<file path="src/rtl/delay_line_sel.sv">
// Selectable-delay line: DEPTH registered stages of WIDTH-bit data plus valid,
// with a combinational tap mux choosing 0..DEPTH shift cycles of delay.
module delay_line_sel #(
   parameter  int unsigned WIDTH = 8,
   parameter  int unsigned DEPTH = 3,
   localparam int unsigned SEL_W = $clog2(DEPTH + 1)
) (
   input  logic             clk,
   input  logic             areset,
   input  logic             en,
   input  logic             flush,
   input  logic [WIDTH-1:0] d,
   input  logic             d_valid,
   input  logic [SEL_W-1:0] sel,
   output logic [WIDTH-1:0] q,
   output logic             q_valid,
   output logic             sel_clamped,
   output logic [SEL_W-1:0] fill
);

   logic [WIDTH-1:0] s [1:DEPTH];
   logic [DEPTH:1]   v;

   // Stage chain and saturating fill counter; flush beats en and drops d.
   always_ff @(posedge clk or posedge areset) begin
      if (areset) begin
         for (int k = 1; k <= DEPTH; k++) s[k] <= '0;
         v    <= '0;
         fill <= '0;
      end else if (flush) begin
         for (int k = 1; k <= DEPTH; k++) s[k] <= '0;
         v    <= '0;
         fill <= '0;
      end else if (en) begin
         s[1] <= d;
         v[1] <= d_valid;
         for (int k = 2; k <= DEPTH; k++) begin
            s[k] <= s[k-1];
            v[k] <= v[k-1];
         end
         if (fill != SEL_W'(DEPTH)) fill <= fill + SEL_W'(1);
      end
   end

   // Tap mux: sel=0 is the live input, out-of-range selects pin to the last stage.
   always_comb begin
      q           = d;
      q_valid     = d_valid;
      sel_clamped = 1'b0;
      if (32'(sel) > DEPTH) begin
         q           = s[DEPTH];
         q_valid     = v[DEPTH];
         sel_clamped = 1'b1;
      end else begin
         for (int k = 1; k <= DEPTH; k++) begin
            if (sel == SEL_W'(k)) begin
               q       = s[k];
               q_valid = v[k];
            end
         end
      end
   end

endmodule

</file>
<file path="config.mk">
export PLATFORM = sky130hd
export DESIGN_NAME = delay_line_sel
export DESIGN_NICKNAME = d
export VERILOG_FILES = /design/src/rtl/delay_line_sel.sv
export SDC_FILE = /design/constraint.sdc
export NUM_CORES = 1
export LEC_CHECK = 0
export BUFFER_PORTS_ARGS = -buffer_cell sky130_fd_sc_hd__buf_2
export CAP_MARGIN = 20
export CORE_MARGIN = 1
export CORE_UTILIZATION = 42
export CTS_CLUSTER_SIZE = 16
export DETAILED_ROUTE_END_ITERATION = 8
export MAX_ROUTING_LAYER = met4
export PLACE_DENSITY = 0.74
export SLEW_MARGIN = 40
export SYNTH_ARGS = -nofsm -noshare
export SYNTH_HDL_FRONTEND = slang
export SYNTH_SLANG_ARGS = --single-unit
</file>
<file path="constraint.sdc">
create_clock -name clk -period 1.1 [get_ports clk]
set_input_delay 0.22 -clock clk [delete_from_list [all_inputs] [get_ports clk]]
set_output_delay 0.22 -clock clk [all_outputs]
set_load 0.01 [all_outputs]
</file>
Word-level counts from Yosys, hierarchy flattened
Cells that the tools add are included.
{"block": "word_totals", "regBits": 29, "input_bits": 15, "output_inout_bits": 12, "elab_cells": 26}
{"block": "classes", "addsub": 1, "eq_ne": 4, "mux": 13, "n_reduce_logical": 3}
{"cell": "$mux W24", "count": 2}
{"cell": "$mux W8", "count": 3}
{"cell": "$mux W2", "count": 3}
{"cell": "$mux W3", "count": 2}
{"cell": "$eq A2 B2 Y1 const B", "count": 2}
{"cell": "$reduce_bool A2 Y1", "count": 2}
{"cell": "$mux W1", "count": 3}
{"cell": "$add A2 B1 Y2 const B", "count": 1}
{"cell": "$eq A2 B1 Y1 const B", "count": 1}
{"cell": "$ne A2 B2 Y1 const B", "count": 1}
{"cell": "$reduce_and A2 Y1", "count": 1}

Logic depth before layout (Yosys ltp)
Gate-level depths: netlist of run 1.
{"block": "logic_depth", "depth_word": 4, "ltp_mapped": 4, "ltp_nobuf": 4}

Worst setup path before layout of run 1
OpenSTA, ideal clock, no wires.
{"block": "synth_timing", "path_kind": "reg-to-reg", "from": "register fill[0]", "to": "register fill[1]", "setup_ps": 132, "arrival_time_ps": 1055, "required_time_ps": 968, "path_slack_ps": -87, "stages_incl_launch_ff": 5, "n_path_buf": 0, "period_less_slack_ps": 1187, "path_cell_list": "dfrtp_1 > ha_1 > and2b_1 > mux2i_1 > nor2_1"}
{"block": "synth_between", "elab_chain_cells": 4, "word_cells_on_any_way": 7, "cone_classes": "add/sub (1); eq/ne (1); mux (3); reduce/logical (2)"}
{"item": "from (decl)", "line": "18", "text": "output logic [SEL_W-1:0] fill"}
{"item": "from (signal assigned)", "line": "41", "text": "if (fill != SEL_W'(DEPTH)) fill <= fill + SEL_W'(1);"}
{"item": "$add A2 B1 Y2", "line": "41"}
{"item": "$mux W2", "line": "41"}
{"item": "$mux W2", "line": "34", "text": "end else if (en) begin"}
{"item": "$mux W2", "line": "30", "text": "end else if (flush) begin"}
Parallel ways exist; a longest one is shown, timed or not. The select of a mux whose other input is x is not followed.
A chain may end at the register's enable or synchronous reset.

Worst setup path after layout of run 1
{"block": "layout_timing", "from": "register s[3] (netlist name)", "to": "output q[3]"}
{"block": "layout_between", "elab_chain_cells": 1}
{"item": "from (decl)", "line": "21", "text": "logic [WIDTH-1:0] s [1:DEPTH];"}
{"item": "from (signal, indexed assignment)", "line": "38", "text": "s[k] <= s[k-1];"}
{"item": "$mux W8", "line": "56", "text": "if (sel == SEL_W'(k)) begin"}
{"item": "to (decl)", "line": "15", "text": "output logic [WIDTH-1:0] q,"}
Every way passes these cells.

==> results of run 1 <==
## state kept, by name, summed over array words and instances (netlist names)
signal  count
s          24
v           3
fill        2
## Yosys cell counts
cell / n
buf_4: 2
buf_2: 1
conb_1: 1
and2b_1: 1
mux2i_1: 28
clkbuf_1: 1
buf_6: 4
buf_1: 1
inv_1: 1
mux4_2: 9
ha_1: 1
nor2_1: 29
dfrtp_1: 29
xnor2_1: 1
## cell type report
cell class	instances	area [um2]
Fill cell	257	1079
Tap cell	44	55.05
Multi-Input combinational cell	70	635.6
Inverter	1	3.754
Clock inverter	1	30.03
Clock buffer	7	55.05
Timing Repair Buffer	67	544.3
Sequential cell	29	725.7
## logic make-up (layout without fill, tap and decap cells)
logic type                 Yosys count  in the layout  synth area share (%)
xor gates and xnor gates             1              1                0.6141
adders and majority gates            1              1                0.8771
buffers and inverters               10             76                 5.349
DFF                                 29             29                 50.88
muxes                               37             37                 33.86
other                                1              1                0.2629
and+or+nand+nor                     30             30                 8.158
## where the power goes
part	switching (mW)	leakage [nW]	internal, mW	total (mW)
logic	0.202	0.652	0.275	0.477
registers	0.0236	0.395	1.11	1.13
clock network	0.364	0.0455	0.543	0.907
total	0.589	1.09	1.93	2.51
## worst min-delay path, cell delays in order
cell and delay (ns):
buf_2 0.09, mux2i_1 0.06, nor2_1 0.08
## per-layer routing
| metal | part of all wire (%) | vias up | global-route usage [%] |
|---|---|---|---|
| met1 | 42 | 554 | 21.30 |
| met4 | 1.3 | 0 | 4.983 |
| met5 | 0 | - | - |
| li1 | - | 513 | - |
| met2 | 54 | 22 | 38.93 |
| met3 | 3.2 | 4 | 5.195 |
## worst min-delay path by stage
stage	slack, ns	to	depth (start not counted)
5_1_grt	0.16	s[23]	3
2_1_floorplan	0.30	fill[0]	1
6_report	0.15	s[19]	3
3_3_place_gp	0.30	s[7]	3
3_5_place_dp	0.31	s[16]	3
4_1_cts	0.14	s[19]	3
## what timing repair did
item                       in CTS  in global routing
hold buffers                    1                  0
pin swaps                       0                  2
buffers inserted               13                  6
resized for setup               6                  5
cloned                          0                  0
setup endpoints to repair      13                 13
hold endpoints to repair       29                  0
==> impl_metrics.env, run 1 <==
export IMPL_outcome="finished, violations left"
export IMPL_violations="setup timing"
export IMPL_drt_wl_total_um=3121
export IMPL_cp_required_ns=0.88
export IMPL_post_route_drc_count=0
export IMPL_cap_violations=0
export IMPL_synth_top_area_share_pct=50.88
export IMPL_cts_buffer_depth=2
export IMPL_path_depth=2
export IMPL_layout_drive_gt1_share_pct=48.57
export IMPL_ys_seq_elements=29
export IMPL_fin_nets=190
export IMPL_die_area_um2=3633
export IMPL_gp_congestion=0.6854
export IMPL_io_pins=27
export IMPL_place_ws_ns=-0.2430
export IMPL_synth_cell_types=14
export IMPL_final_common_cell="buf_4"
export IMPL_antenna_found_initial=0
export IMPL_ant_nets=0
export IMPL_h_tree_depth=2
export IMPL_endpoint_kind="output pin"
export IMPL_clkSlewWorstSetupHoldPaths_ns=0.09
export IMPL_hpwl_um=1999
export IMPL_yosysTopAreaCell="dfrtp_1"
export IMPL_max_freq_mhz=639.9
export IMPL_final_cell_mix="buf_4, nor2_1, dfrtp_1"
export IMPL_yosysWarnings=0
export IMPL_crit_family="multiplexers"
export IMPL_wl_per_cell_um=14.25
export IMPL_critPathBufInv=1
export IMPL_grt_max_degree=30
export IMPL_rows=20
export IMPL_globalRouteTotalUtil_pct=20.77
export IMPL_start_util_pct=45.60
export IMPL_peakVddDrop_mv=0.8307
export IMPL_fin_area_um2=2049
export IMPL_worst_r2r_cell_count=4
export IMPL_grt_pass1_vias=1204
export IMPL_p_leak_nw=1.092
export IMPL_clk_latency_ns=0.32
export IMPL_r2r_slack_ns=-0.09
export IMPL_grt_overflow_total=0
export IMPL_period_needed_ns=1.563
export IMPL_cts_sinks=29
export IMPL_dp_cells=191
export IMPL_crit_chain="mux4_2 > buf_6"
export IMPL_synthesis_area_um2=1426
export IMPL_cp_slowest_cell="mux4_2"
export IMPL_core_um2=3128
export IMPL_slowest_delay_ns=0.49
export IMPL_finalCritPeriodShare_pct=142.1
export IMPL_synthTopCellsByArea="dfrtp_1, mux2i_1, mux4_2"
export IMPL_synthCells=109
export IMPL_reg2reg_to="fill[1]"
export IMPL_power_mw=2.515
export IMPL_slew_violations=0
export IMPL_endpoint="q[3]"
export IMPL_crit_start="s[3]"
export IMPL_rr_startpoint="fill[0]"
export IMPL_cp_start_kind="flip-flop"
export IMPL_syn_avg_cell_area_um2=13.09
export IMPL_grt_setup_unrepaired="true"
export IMPL_worstHoldPathType="in2reg"
export IMPL_holdCritStartpoint="d[3]"
export IMPL_dr_pass1_iters=4
export IMPL_final_util_pct=65.52
export IMPL_finalClockSkew_ns=0.004664
export IMPL_die_height_um=60.28
export IMPL_cts_root_buffer="clkbuf_4"
export IMPL_hold_viol_final=0
export IMPL_placed_area_um2=1752
export IMPL_antenna_cells=0
export IMPL_crit_type="reg2out"
export IMPL_drtIter0Drc=37
export IMPL_setup_ws_ns=-0.4626
export IMPL_vias_per_cell=4.991
export IMPL_die_x_um=60.28
export IMPL_cts_tree="built"
export IMPL_io_buffers=25
export IMPL_power_density_nw_per_um2=1227
export IMPL_hold_slack_ns=0.1544
export IMPL_finalNonFillerCells=219
export IMPL_area_growth_pct=43.68
export IMPL_synth_seq_area_share_pct=50.88
export IMPL_grt_pass1_wl_um=5223
export IMPL_tns_ns=-4.290
export IMPL_cp_max_fo=2
export IMPL_arrival_ns=1.34
export IMPL_via_count=1093
export IMPL_synth_net_count=125
export IMPL_setup_violations=13
export IMPL_cts_made_buffers=5
Power figures use the tool's default switching activity.
==> run 2, diff against run 1 <==
CORE_UTILIZATION = 40   (was 42)
PLACE_DENSITY = 0.71   (was 0.74)
==> impl_metrics.env, run 2 (synthesized netlist as in run 1, its figures left out) <==
export IMPL_drtIter0Drc=18
export IMPL_holdCritStartpoint="d[7]"
export IMPL_cap_violations=0
export IMPL_period_needed_ns=1.558
export IMPL_p_leak_nw=1.041
export IMPL_start_util_pct=42.41
export IMPL_cp_start_kind="flip-flop"
export IMPL_crit_type="reg2out"
export IMPL_grt_pass1_wl_um=4698
export IMPL_setup_ws_ns=-0.4584
export IMPL_fillerInstances=317
export IMPL_fin_area_um2=1971
export IMPL_post_route_drc_count=0
export IMPL_final_common_cell="buf_4"
export IMPL_io_pins=27
export IMPL_grt_overflow_total=0
export IMPL_worst_r2r_cell_count=4
export IMPL_reg2reg_to="fill[1]"
export IMPL_finalClockSkew_ns=0.006254
export IMPL_hpwl_um=2124
export IMPL_setup_violations=12
export IMPL_cp_required_ns=0.88
export IMPL_grt_max_degree=30
export IMPL_cp_max_fo=2
export IMPL_power_density_nw_per_um2=1129
export IMPL_grt_pass1_vias=1062
export IMPL_gp_congestion=0.7133
export IMPL_finalCritPeriodShare_pct=141.7
export IMPL_wl_per_cell_um=13.96
export IMPL_vias_per_cell=4.856
export IMPL_antenna_found_initial=0
export IMPL_peakVddDrop_mv=0.6429
export IMPL_ant_nets=0
export IMPL_hold_end="s[23]"
export IMPL_via_count=1044
export IMPL_min_path_cells=3
export IMPL_area_growth_pct=38.16
export IMPL_placed_area_um2=1744
export IMPL_largest_reg_flops=24
export IMPL_cts_root_buffer="clkbuf_4"
export IMPL_slew_violations=0
export IMPL_grt_setup_unrepaired="true"
export IMPL_cts_buffer_depth=2
export IMPL_core_um2=3363
export IMPL_fin_nets=185
export IMPL_clkSlewWorstSetupHoldPaths_ns=0.09
export IMPL_io_buffers=25
export IMPL_endpoint_kind="output pin"
export IMPL_antenna_cells=0
export IMPL_die_height_um=61.72
export IMPL_cts_tree="built"
export IMPL_h_tree_depth=2
export IMPL_violations="setup timing"
export IMPL_max_freq_mhz=641.7
export IMPL_cts_made_buffers=5
export IMPL_finalNonFillerCells=215
export IMPL_die_area_um2=3809
export IMPL_drt_wl_total_um=3001
export IMPL_dr_pass1_iters=4
export IMPL_globalRouteTotalUtil_pct=18.68
export IMPL_final_cell_mix="buf_4, nor2_1, dfrtp_1"
export IMPL_regMostFlops="s"
export IMPL_rr_startpoint="fill[1]"
export IMPL_reg_top3="s: 24 flops, v: 3 flops, fill: 2 flops"
export IMPL_die_x_um=61.72
export IMPL_outcome="finished, violations left"
export IMPL_worstHoldPathType="in2reg"
export IMPL_r2r_slack_ns=-0.05
export IMPL_dp_cells=195
export IMPL_layout_drive_gt1_share_pct=46.15
export IMPL_rows=21
export IMPL_hold_viol_final=0
export IMPL_clk_latency_ns=0.32
export IMPL_cts_sinks=29
export IMPL_arrival_ns=1.34
## run 2: area by class of cell
type | count | area, um2 | area share [%]
flip-flops and latches | 29 | 725.7 | 36.83
inverters | 1 | 3.754 | 0.1905
multi-input cells | 70 | 628.1 | 31.87
well taps | 46 | 57.56 | 2.921
repair buffers | 62 | 500.5 | 25.40
clock buffers | 7 | 55.05 | 2.794
## run 2: how the worst max path moves through the flow
stage          cells past startpoint     from       to
6_report                           2     s[1]     q[1]
2_1_floorplan                      4  fill[0]  fill[1]
4_1_cts                            2     s[6]     q[6]
3_5_place_dp                       3   sel[1]     q[2]
5_1_grt                            2     s[1]     q[1]
3_3_place_gp                       3   sel[1]     q[2]
## run 2: per-stage QoR
| stage | TNS (ns) | setup WS [ns] | utilization [%] | hold WS (ns) | total power [mW] |
|---|---|---|---|---|---|
| after floorplan | -0.06154 | -0.06090 | - | 0.2981 | 1.381 |
| after global placement | -2.703 | -0.3380 | 51.86 | 0.2896 | 1.512 |
| after detailed placement | -2.729 | -0.3305 | 51.86 | 0.3077 | 1.535 |
| after CTS | -4.400 | -0.4841 | 56.99 | 0.1531 | 2.244 |
| after global routing | -4.820 | -0.5146 | 58.59 | 0.1536 | 2.341 |
| final | -4.231 | -0.4584 | 58.59 | 0.1635 | 2.225 |
## run 2: where the power goes
| group | leakage, nW | switching, mW | internal, mW |
|---|---|---|---|
| clock network | 0.0314 | 0.338 | 0.301 |
| registers | 0.395 | 0.0249 | 1.11 |
| logic | 0.615 | 0.193 | 0.261 |
| total | 1.04 | 0.555 | 1.67 |
## run 2: what timing repair did
action / in CTS / in global routing
gates resized for setup: 8 / 5
hold endpoints to repair: 29 / 0
pin swaps: 1 / 0
buffers inserted: 9 / 3
hold buffers: 1 / 0
endpoints found under the setup margin: 13 / 13
## run 2: critical path: stages, from the launching register on
cell     delay, ns
dfrtp_1       0.40
mux4_2        0.46
buf_2         0.15
## run 2: layer usage
metal  vias to the layer above  wire length, um  track usage, %
li1                        496                -               -
met5                         -                0               -
met2                        21             1579           29.65
met1                       522             1235           21.55
met4                         0               53           10.48
met3                         5              131           4.969
==> run 3, diff against run 2 <==
CORE_ASPECT_RATIO = 1.2   (was default)
==> impl_metrics.env, run 3 (synthesized netlist as in run 1, its figures left out) <==
export IMPL_crit_type="reg2out"
export IMPL_drtIter0Drc=11
export IMPL_cts_made_buffers=5
export IMPL_cts_tree="built"
export IMPL_rows=23
export IMPL_wl_per_cell_um=14.67
export IMPL_start_util_pct=42.36
export IMPL_dr_pass1_iters=4
export IMPL_grt_pass1_vias=1067
export IMPL_slew_violations=0
export IMPL_worst_r2r_cell_count=4
export IMPL_die_x_um=56.51
export IMPL_h_tree_depth=2
export IMPL_r2r_slack_ns=-0.08
export IMPL_setup_ws_ns=-0.4036
export IMPL_drt_wl_total_um=3051
export IMPL_cap_violations=0
export IMPL_grt_setup_unrepaired="true"
export IMPL_grt_overflow_total=0
export IMPL_ant_nets=0
export IMPL_violations="setup timing"
export IMPL_io_pins=27
export IMPL_die_area_um2=3810
export IMPL_slowest_delay_ns=0.50
export IMPL_outcome="finished, violations left"
export IMPL_worstHoldPathType="in2async"
export IMPL_max_freq_mhz=665.1
export IMPL_hpwl_um=2017
export IMPL_finalNonFillerCells=208
export IMPL_gp_congestion=0.6499
export IMPL_antenna_found_initial=0
export IMPL_peakVddDrop_mv=1.088
export IMPL_finalClockSkew_ns=0.005114
export IMPL_via_count=1048
export IMPL_die_height_um=67.42
export IMPL_power_mw=2.444
export IMPL_regMostFlops="s"
export IMPL_final_util_pct=59.57
export IMPL_cp_required_ns=0.88
export IMPL_globalRouteTotalUtil_pct=18.50
export IMPL_cts_root_buffer="clkbuf_8"
export IMPL_setup_violations=12
export IMPL_p_leak_nw=1.069
export IMPL_post_route_drc_count=0
export IMPL_vias_per_cell=5.038
export IMPL_arrival_ns=1.28
export IMPL_layout_drive_gt1_share_pct=47.37
export IMPL_io_buffers=25
export IMPL_endpoint_kind="output pin"
export IMPL_largest_reg_flops=24
export IMPL_final_common_cell="buf_4"
export IMPL_area_growth_pct=40.61
export IMPL_finalCritPeriodShare_pct=136.7
export IMPL_reg_top3="s: 24 flops, v: 3 flops, fill: 2 flops"
export IMPL_cts_buffer_depth=2
export IMPL_cts_sinks=29
export IMPL_power_density_nw_per_um2=1219
export IMPL_grt_max_degree=30
export IMPL_crit_chain="mux4_2 > buf_6"
export IMPL_cp_max_fo=2
export IMPL_clkSlewWorstSetupHoldPaths_ns=0.06
export IMPL_antenna_cells=0
export IMPL_hold_viol_final=0
export IMPL_period_needed_ns=1.504
export IMPL_grt_pass1_wl_um=4912
export IMPL_core_um2=3367
export IMPL_final_cell_mix="buf_4, nor2_1, dfrtp_1"
export IMPL_fin_nets=187
export IMPL_postCtsHoldBufs=0
export IMPL_dp_cells=183
export IMPL_cp_slowest_cell="mux4_2"
export IMPL_clk_latency_ns=0.28
export IMPL_cp_start_kind="flip-flop"
==> run 3: cell count changes in the layout (fill, tap and decap cells not counted), sizes merged <==
cell         previous run  this run
buf                    61        64
dlygate4sd3             1         0
==> run 3: cell type report <==
cell class / count / area (um2)
inverter: 1 / 3.754
clock buffer: 7 / 86.33
sequential: 29 / 725.7
fill: 275 / 1361
tap: 37 / 46.29
timing repair buffer: 64 / 515.5
multi-input combinational: 70 / 628.1
==> run 3: stage by stage <==
stage / cell area, um2 / setup slack, ns / setup TNS, ns / hold slack [ns]
after global routing: 2006 / -0.4407 / -4.125 / 0.05066
after CTS: 1913 / -0.4121 / -3.660 / 0.03194
after global placement: 1723 / -0.2484 / -1.986 / 0.2945
final: 2006 / -0.4036 / -3.643 / 0.01669
after floorplan: 1433 / -0.06090 / -0.06154 / 0.2981
after detailed placement: 1723 / -0.2513 / -2.122 / 0.3299
==> run 3: timing repair <==
action / CTS / global route
setup buffers: 9 / 9
endpoints found under the setup margin: 12 / 12
resized for setup: 7 / 4
pin swaps: 0 / 0
==> run 3: worst max-delay path: cells and delay by family, from the launching register on <==
family	cells	cell delay [ns]
DFF	1	0.37
buffers and inverters	1	0.14
muxes	1	0.50
==> run 3: where the power goes <==
part / internal [mW] / switching [mW] / total [mW]
clock network: 0.494 / 0.365 / 0.859
registers: 1.11 / 0.0239 / 1.13
logic: 0.256 / 0.195 / 0.451
total: 1.86 / 0.584 / 2.44
==> run 3: worst paths after layout <==
kind / from / endpoint
max reg2reg: fill[0] / fill[1]
min reg2reg: s[3] / s[3]
max: s[3] / q[3]
min in group clk: d[5] / s[21]
min: areset / fill[0]
max in group asynchronous: areset / v[2]
==> run 3: metal layers <==
layer  wire [um]  global-route usage [%]
met5           0                       -
met4          51                   7.317
met3         150                   6.130
met2        1641                   32.79
met1        1207                   19.01
